--- src/rtl/gray_pkg.sv ---
// Shared Gray-code definitions: maximum supported width and binary/Gray conversion helpers.
package gray_pkg;

  localparam int GRAY_MAX_W = 32;

  function automatic logic [GRAY_MAX_W-1:0] bin2gray(input logic [GRAY_MAX_W-1:0] value);
    return value ^ (value >> 1);
  endfunction

  // Prefix XOR from the MSB down; bit i of the result is the XOR of value[MSB:i].
  function automatic logic [GRAY_MAX_W-1:0] gray2bin(input logic [GRAY_MAX_W-1:0] value);
    logic [GRAY_MAX_W-1:0] b;
    b[GRAY_MAX_W-1] = value[GRAY_MAX_W-1];
    for (int i = GRAY_MAX_W - 2; i >= 0; i--) begin
      b[i] = b[i+1] ^ value[i];
    end
    return b;
  endfunction

endpackage

--- src/rtl/gray_encode.sv ---
// Combinational binary-to-Gray encoder, one XOR per bit below the MSB.
module gray_encode #(
  parameter int size = 8
) (
  input  logic [size-1:0] bin,
  output logic [size-1:0] gray
);

  genvar gi;
  generate
    for (gi = 0; gi < size - 1; gi++) begin : g_bit
      assign gray[gi] = bin[gi] ^ bin[gi+1];
    end
  endgenerate

  assign gray[size-1] = bin[size-1];

endmodule

--- src/rtl/gray_code_counter.sv ---
// Up/down binary counter with cycle-aligned registered Gray output and terminal-count flag.
// Define GRAY_CNT_SAT_EN to saturate at the limits instead of wrapping.
module gray_code_counter
  import gray_pkg::*;
#(
  parameter int size = 8
) (
  input  logic            clk,
  input  logic            rst,
  input  logic            clr,
  input  logic            load,
  input  logic [size-1:0] load_val,
  input  logic            en,
  input  logic            up,
  output logic [size-1:0] bin_out,
  output logic [size-1:0] gray_out,
  output logic            tc
);

  localparam logic [size-1:0] cnt_one = {{(size-1){1'b0}}, 1'b1};
  localparam logic [size-1:0] cnt_max = '1;

  logic [size-1:0] bin_reg, bin_next;
  logic [size-1:0] gray_reg, gray_next;
  logic            tc_reg, tc_next;

  // Priority mux: clr > load > en; rst is handled in the register.
  always_comb begin
    bin_next = bin_reg;
    tc_next  = 1'b0;
    if (clr) begin
      bin_next = '0;
    end else if (load) begin
      bin_next = load_val;
    end else if (en) begin
      if (up) begin
`ifdef GRAY_CNT_SAT_EN
        if (bin_reg == cnt_max) tc_next = 1'b1;
        else                    bin_next = bin_reg + cnt_one;
`else
        bin_next = bin_reg + cnt_one;
        tc_next  = (bin_reg == cnt_max);
`endif
      end else begin
`ifdef GRAY_CNT_SAT_EN
        if (bin_reg == '0) tc_next = 1'b1;
        else               bin_next = bin_reg - cnt_one;
`else
        bin_next = bin_reg - cnt_one;
        tc_next  = (bin_reg == '0);
`endif
      end
    end
  end

  // Encoding the next value keeps gray_out aligned with bin_out.
  gray_encode #(
    .size(size)
  ) u_gray_encode (
    .bin  (bin_next),
    .gray (gray_next)
  );

  always_ff @(posedge clk) begin
    if (rst) begin
      bin_reg  <= '0;
      gray_reg <= '0;
      tc_reg   <= 1'b0;
    end else begin
      bin_reg  <= bin_next;
      gray_reg <= gray_next;
      tc_reg   <= tc_next;
    end
  end

  assign bin_out  = bin_reg;
  assign gray_out = gray_reg;
  assign tc       = tc_reg;

endmodule
--- config.mk ---
export PLATFORM = sky130hd
export DESIGN_NAME = gray_code_counter
export DESIGN_NICKNAME = d
export VERILOG_FILES = /design/src/rtl/gray_pkg.sv /design/src/rtl/gray_encode.sv /design/src/rtl/gray_code_counter.sv
export SDC_FILE = /design/constraint.sdc
export NUM_CORES = 1
export LEC_CHECK = 0
export BUFFER_PORTS_ARGS = -buffer_cell sky130_fd_sc_hd__buf_2
export CORE_ASPECT_RATIO = 0.8
export CORE_MARGIN = 4
export CORE_UTILIZATION = 55
export CTS_CLUSTER_SIZE = 30
export DETAILED_ROUTE_END_ITERATION = 8
export PLACE_DENSITY = 0.86
export SLEW_MARGIN = 20
export SYNTH_ARGS = -nofsm -noshare
export SYNTH_HDL_FRONTEND = slang
export SYNTH_SLANG_ARGS = --single-unit
--- constraint.sdc ---
create_clock -name clk -period 3.88 [get_ports clk]
set_clock_uncertainty 0.05 [all_clocks]
set_input_delay 0.194 -clock clk [delete_from_list [all_inputs] [get_ports clk]]
set_output_delay 0.194 -clock clk [all_outputs]
set_load 0.01 [all_outputs]
* Yosys cells after proc, flatten, opt, wreduce, memory -nomap -nowiden *
Cells that the tools add are included.

storage, ports and cells
  flip-flop bits (word level) = 17
  output and inout port bits = 17
  logic and storage cells = 21

operators by class
  $add $sub $neg = 2
  eq/ne operators = 1
  muxes and demuxes = 5
  bitwise logic cells = 8
  reductions and logical operators = 2

operators with widths
  cell                                               number
  two-way mux 8 bit                                  4
  adder 8 x 1 -> 8 bit (second input constant)       1
  == test 8 bit (second input constant)              1
  logical NOT 8 bit                                  1
  subtractor 8 x 1 -> 8 bit (second input constant)  1
  XOR 1 bit                                          7
  OR reduction 4 bit                                 1
  two-way mux 1 bit                                  1
  inverter 1 bit                                     1

* Longest topological paths before layout *
  depth in word-level cells = 6
  mapped depth = 8
  mapped depth without buffers = 8

* Cells and area by module *
Synthesis repeated with hierarchy kept, for this count alone.

second synthesis, totals
  cells, all modules = 134
  area total of the unflattened synthesis = 1,118.6 µm²

by module, submodules not included
  module             instances  cells an instance  area an instance (µm²)  seq. area each (µm²)
  gray_code_counter  1          126                1,049.8                 340.3
  gray_encode        1          8                  68.8                    0.0

* Worst setup path before layout *
No wires, ideal clock.

  path kind = register to register
  start point = reg bin_reg[2], in the netlist bin_out[2]
  end point = reg gray_reg[4], in the netlist gray_out[4]
  data arrival time = 1.943 ns
  required time = 3.700 ns
  setup slack = 1.757 ns
  stages on the path, launching flop included = 8
  period minus slack after synthesis = 2.123 ns
  cell sequence = dfxtp_1 -> ha_1 -> nor2b_1 -> o21a_1 -> or3_1 -> a311oi_2 -> o21ai_0 -> nor3b_2

between the ends
  word-level cells in the longest chain between the ends = 6
  elaborated cells between the ends (all ways) = 7
  those cells by class = add/sub: 2; mux: 4; bitwise: 1

ends and longest elaborated chain
  item                                                                      RTL line                                          source
  start: declaration                                                        gray_code_counter.sv:23                           logic [size-1:0] bin_reg, bin_next;
  start signal: assignment                                                  gray_code_counter.sv:70                           bin_reg <= bin_next;
  subtractor 8 x 1 -> 8 bit / adder 8 x 1 -> 8 bit (equally long branches)  gray_code_counter.sv:49, gray_code_counter.sv:41
  two-way mux 8 bit *                                                       gray_code_counter.sv:36                           if (up) begin
  two-way mux 8 bit *                                                       gray_code_counter.sv:35                           end else if (en) begin
  two-way mux 8 bit *                                                       gray_code_counter.sv:33                           end else if (load) begin
  two-way mux 8 bit *                                                       gray_code_counter.sv:31                           if (clr) begin
  XOR 1 bit *                                                               gray_encode.sv:12                                 assign gray[gi] = bin[gi] ^ bin[gi+1];
  end signal: assignment                                                    gray_code_counter.sv:71                           gray_reg <= gray_next;
  end: declaration                                                          gray_code_counter.sv:24                           logic [size-1:0] gray_reg, gray_next;

Mark *: on every way between the ends. The rest lies on a longest branch, timed or not.
A chain may end at the register's enable or synchronous reset.

* Worst setup path after layout *
  start point = reg bin_reg[0], in the netlist bin_out[0]
  end point = reg gray_reg[4], in the netlist gray_out[4]

Same word-level chain as after synthesis.

==> summary.txt <==
Status
  • Status: completed

Final layout
  • Fin nets: 179
  • Filler instances: 177
  • Share of layout cells above drive strength 1: 28.0%
  • Area Overhead vs Synth: 15.4%
  • Most frequent cells in the layout: buf_2, nor2_1, dfxtp_1
  • ANT cells: 0
  • Max reg flops: 8
  • Most common cell after layout, fill and taps aside: buf_2

Drt
  • DRT antenna net count: 0
  • Router iterations before antenna repair: 4
  • Initial DRC Count: 24
  • Routed length per placed instance: 14.3 um
  • WL final: 2.59 mm
  • Vias: 1045
  • DR vias/cell: 5.77
  • DRC: 0

Placement
  • Place WS: 1.48 ns
  • I/O Buffers: 30
  • RePlAce Congestion: slightly above 0.8
  • Post-DP HPWL: 1.99 mm

CTS
  • TritonCTS Buffers: 3
  • Clk_lat worst skew: roughly 0.30 ns
  • Clock sink count: 16
  • CTS Buffer Depth: 2
  • CTS tree: built
  • # resized after CTS: 0
  • CTS root buf: clkbuf_4
  • H-tree levels: 1
  • Postcts setup bufs: 0
  • Cts hold-fix bufs: 0
  • Worst-path clk slew: 0.10 ns

Critical path
  • CP max-delay cell: dfxtp_1
  • Crit path cell chain: inv_1, fa_1, nor2b_1, o21a_1, o21ai_0, a311oi_2, o21ai_0, nor3b_2
  • CP startpoint kind: register
  • Largest stage delay on the critical path: 0.48 ns
  • Crit path max fanout: 7
  • CP Capture Type: register
  • Arr. time, crit path: 2.40 ns
  • Crit path required time: 4.02 ns
  • Most common cell on crit path: o21ai_0
  • Crit path kind: register to register

Timing
  • Worst setup margin: 1.62 ns
  • RSZ-0062 raised after global routing: no
  • Worst-margin pin slew: 0.412 ns
  • FMAX: 443 MHz
  • Rel. slew slack: 72.1%
  • Min cycle time layout: around 2.3 ns
  • Final setup viols: 0
  • Max-slew violations: 0
  • Hold Vio Cnt, Final: 0
  • TNS Setup: 0 ns
  • Crit share post-route: 58.1%
  • Final hold slack: approximately 0.14 ns

Synth
  • Post-synth EDFFs: 0
  • Post-synth cell types: 42
  • YS warnings: 0
  • Ys async rst share: 0%
  • Main flop type after synthesis: dfxtp_1
  • Syn Inst Count: 129
  • Register area share after synthesis: 28.9%
  • Mapped Nets: 150
  • Cell area after synthesis: 1110 sq um
  • Count of state elements after synthesis: 16
  • Mean Syn Cell Area: 8.58 sq um

Pwr
  • Peak VDD IR: 0.000194 V
  • Design Power: between 400 and 500 uW
  • Lkg Pwr: 0.584 nW
  • Pwr Density: 324 nW/um^2

Die
  • Core Region: between 1500 and 2000 sq um
  • Chip width: 58.2 um
  • Initial Util: 58.5%
  • IO Count: 31
  • Die area: 2800 sq um
  • Row count: 14
  • Die height: between 40 and 50 um

GRT
  • Congestion Overflow GR: 0
  • All-Layer GR Usage: 20.6%
  • Number of global-route vias before repair: 986
  • Antenna violations before repair: 0
  • Global-route wire length before repair: 4.23 mm
  • Largest net degree at the start of global routing: 17

Hold path
  • HP Class: input port to register

Flow run
  • Max-Cap Viols: 0
## per-layer routing
| layer | GRT usage, % | share of wire (%) |
|---|---|---|
| met5 | 0 | 0 |
| met4 | 9.72 | 1.3 |
| met3 | 5.82 | 6.6 |
| met2 | 37.2 | 49 |
| met1 | 23.2 | 43 |
## cells by family (layout without fill, tap and decap cells)
group                      Yosys count  count (layout)  synth area share, %
AOI/OAI and AO/OA                   31              31                 20.7
DFF                                 16              16                 28.9
muxes                                6               6                 5.54
and+or+nand+nor                     50              50                 24.5
xor gates and xnor gates             7               7                 5.54
adders and majority gates            7               7                 8.59
buffers and inverters               12              40                 6.22
## cell usage after synthesis (all sizes together), types with 2 or more instances
cell type / count / area, sq um
a21o: 3 / 22.5
ha: 6 / 75.1
o211ai: 3 / 22.5
inv: 6 / 22.5
clkbuf: 5 / 38.8
a311oi: 2 / 23.8
nor2b: 5 / 31.3
a21oi: 8 / 51.3
xnor2: 6 / 52.6
and2b: 2 / 17.5
nor3: 8 / 40.0
nand3b: 2 / 15.0
o21ai: 3 / 15.0
a211oi: 2 / 15.0
nor2: 17 / 63.8
nand3: 2 / 10.0
nand4: 2 / 12.5
o21a: 3 / 22.5
dfxtp: 16 / 320
mux2i: 5 / 50.1
nand2b: 3 / 18.8
nor4: 3 / 18.8
## stage by stage
stage | std cells | cell area, sq um | util, %
finish | 181 | 1280 | 67.5
floorplan | 129 | 1110 | -
detailed placement | 177 | 1240 | 65.6
CTS | 181 | 1280 | 67.5
global placement | 177 | 1240 | 65.6
global route | 181 | 1280 | 67.5
## final timing paths
kind,startpoint,end,slack [ns],cells after the start
min,rst,gray_out[5],0.14,2
max reg2reg,bin_out[0],gray_out[4],1.62,8
min reg2reg,bin_out[7],tc,0.65,3
max,bin_out[0],gray_out[4],1.62,8
## power by group
group	internal (mW)	total, mW	leakage [nW]	switching (mW)
clock	0.0573	0.114	0.0210	0.0569
combinational	0.0534	0.118	0.432	0.0644
sequential	0.175	0.183	0.131	0.00764
## worst max-delay path: cells and delay by family (launching register included)
family	cells	cell delay, ns
and+or+nand+nor	2	0.30
adders and majority gates	1	0.44
AOI/OAI and AO/OA	4	0.78
DFF	1	0.48
buffers and inverters	1	0.10
## cell type report
| cell class | count | area [sq um] | area share [%] |
|---|---|---|---|
| well taps | 24 | 30.0 | 2.35 |
| clock buffers | 4 | 36.3 | 2.84 |
| repair buffers | 30 | 150 | 11.8 |
| flip-flops and latches | 16 | 320 | 25.1 |
| inverters | 6 | 22.5 | 1.76 |
| multi-input cells | 101 | 718 | 56.2 |
(Power assumes the default switching activity.)
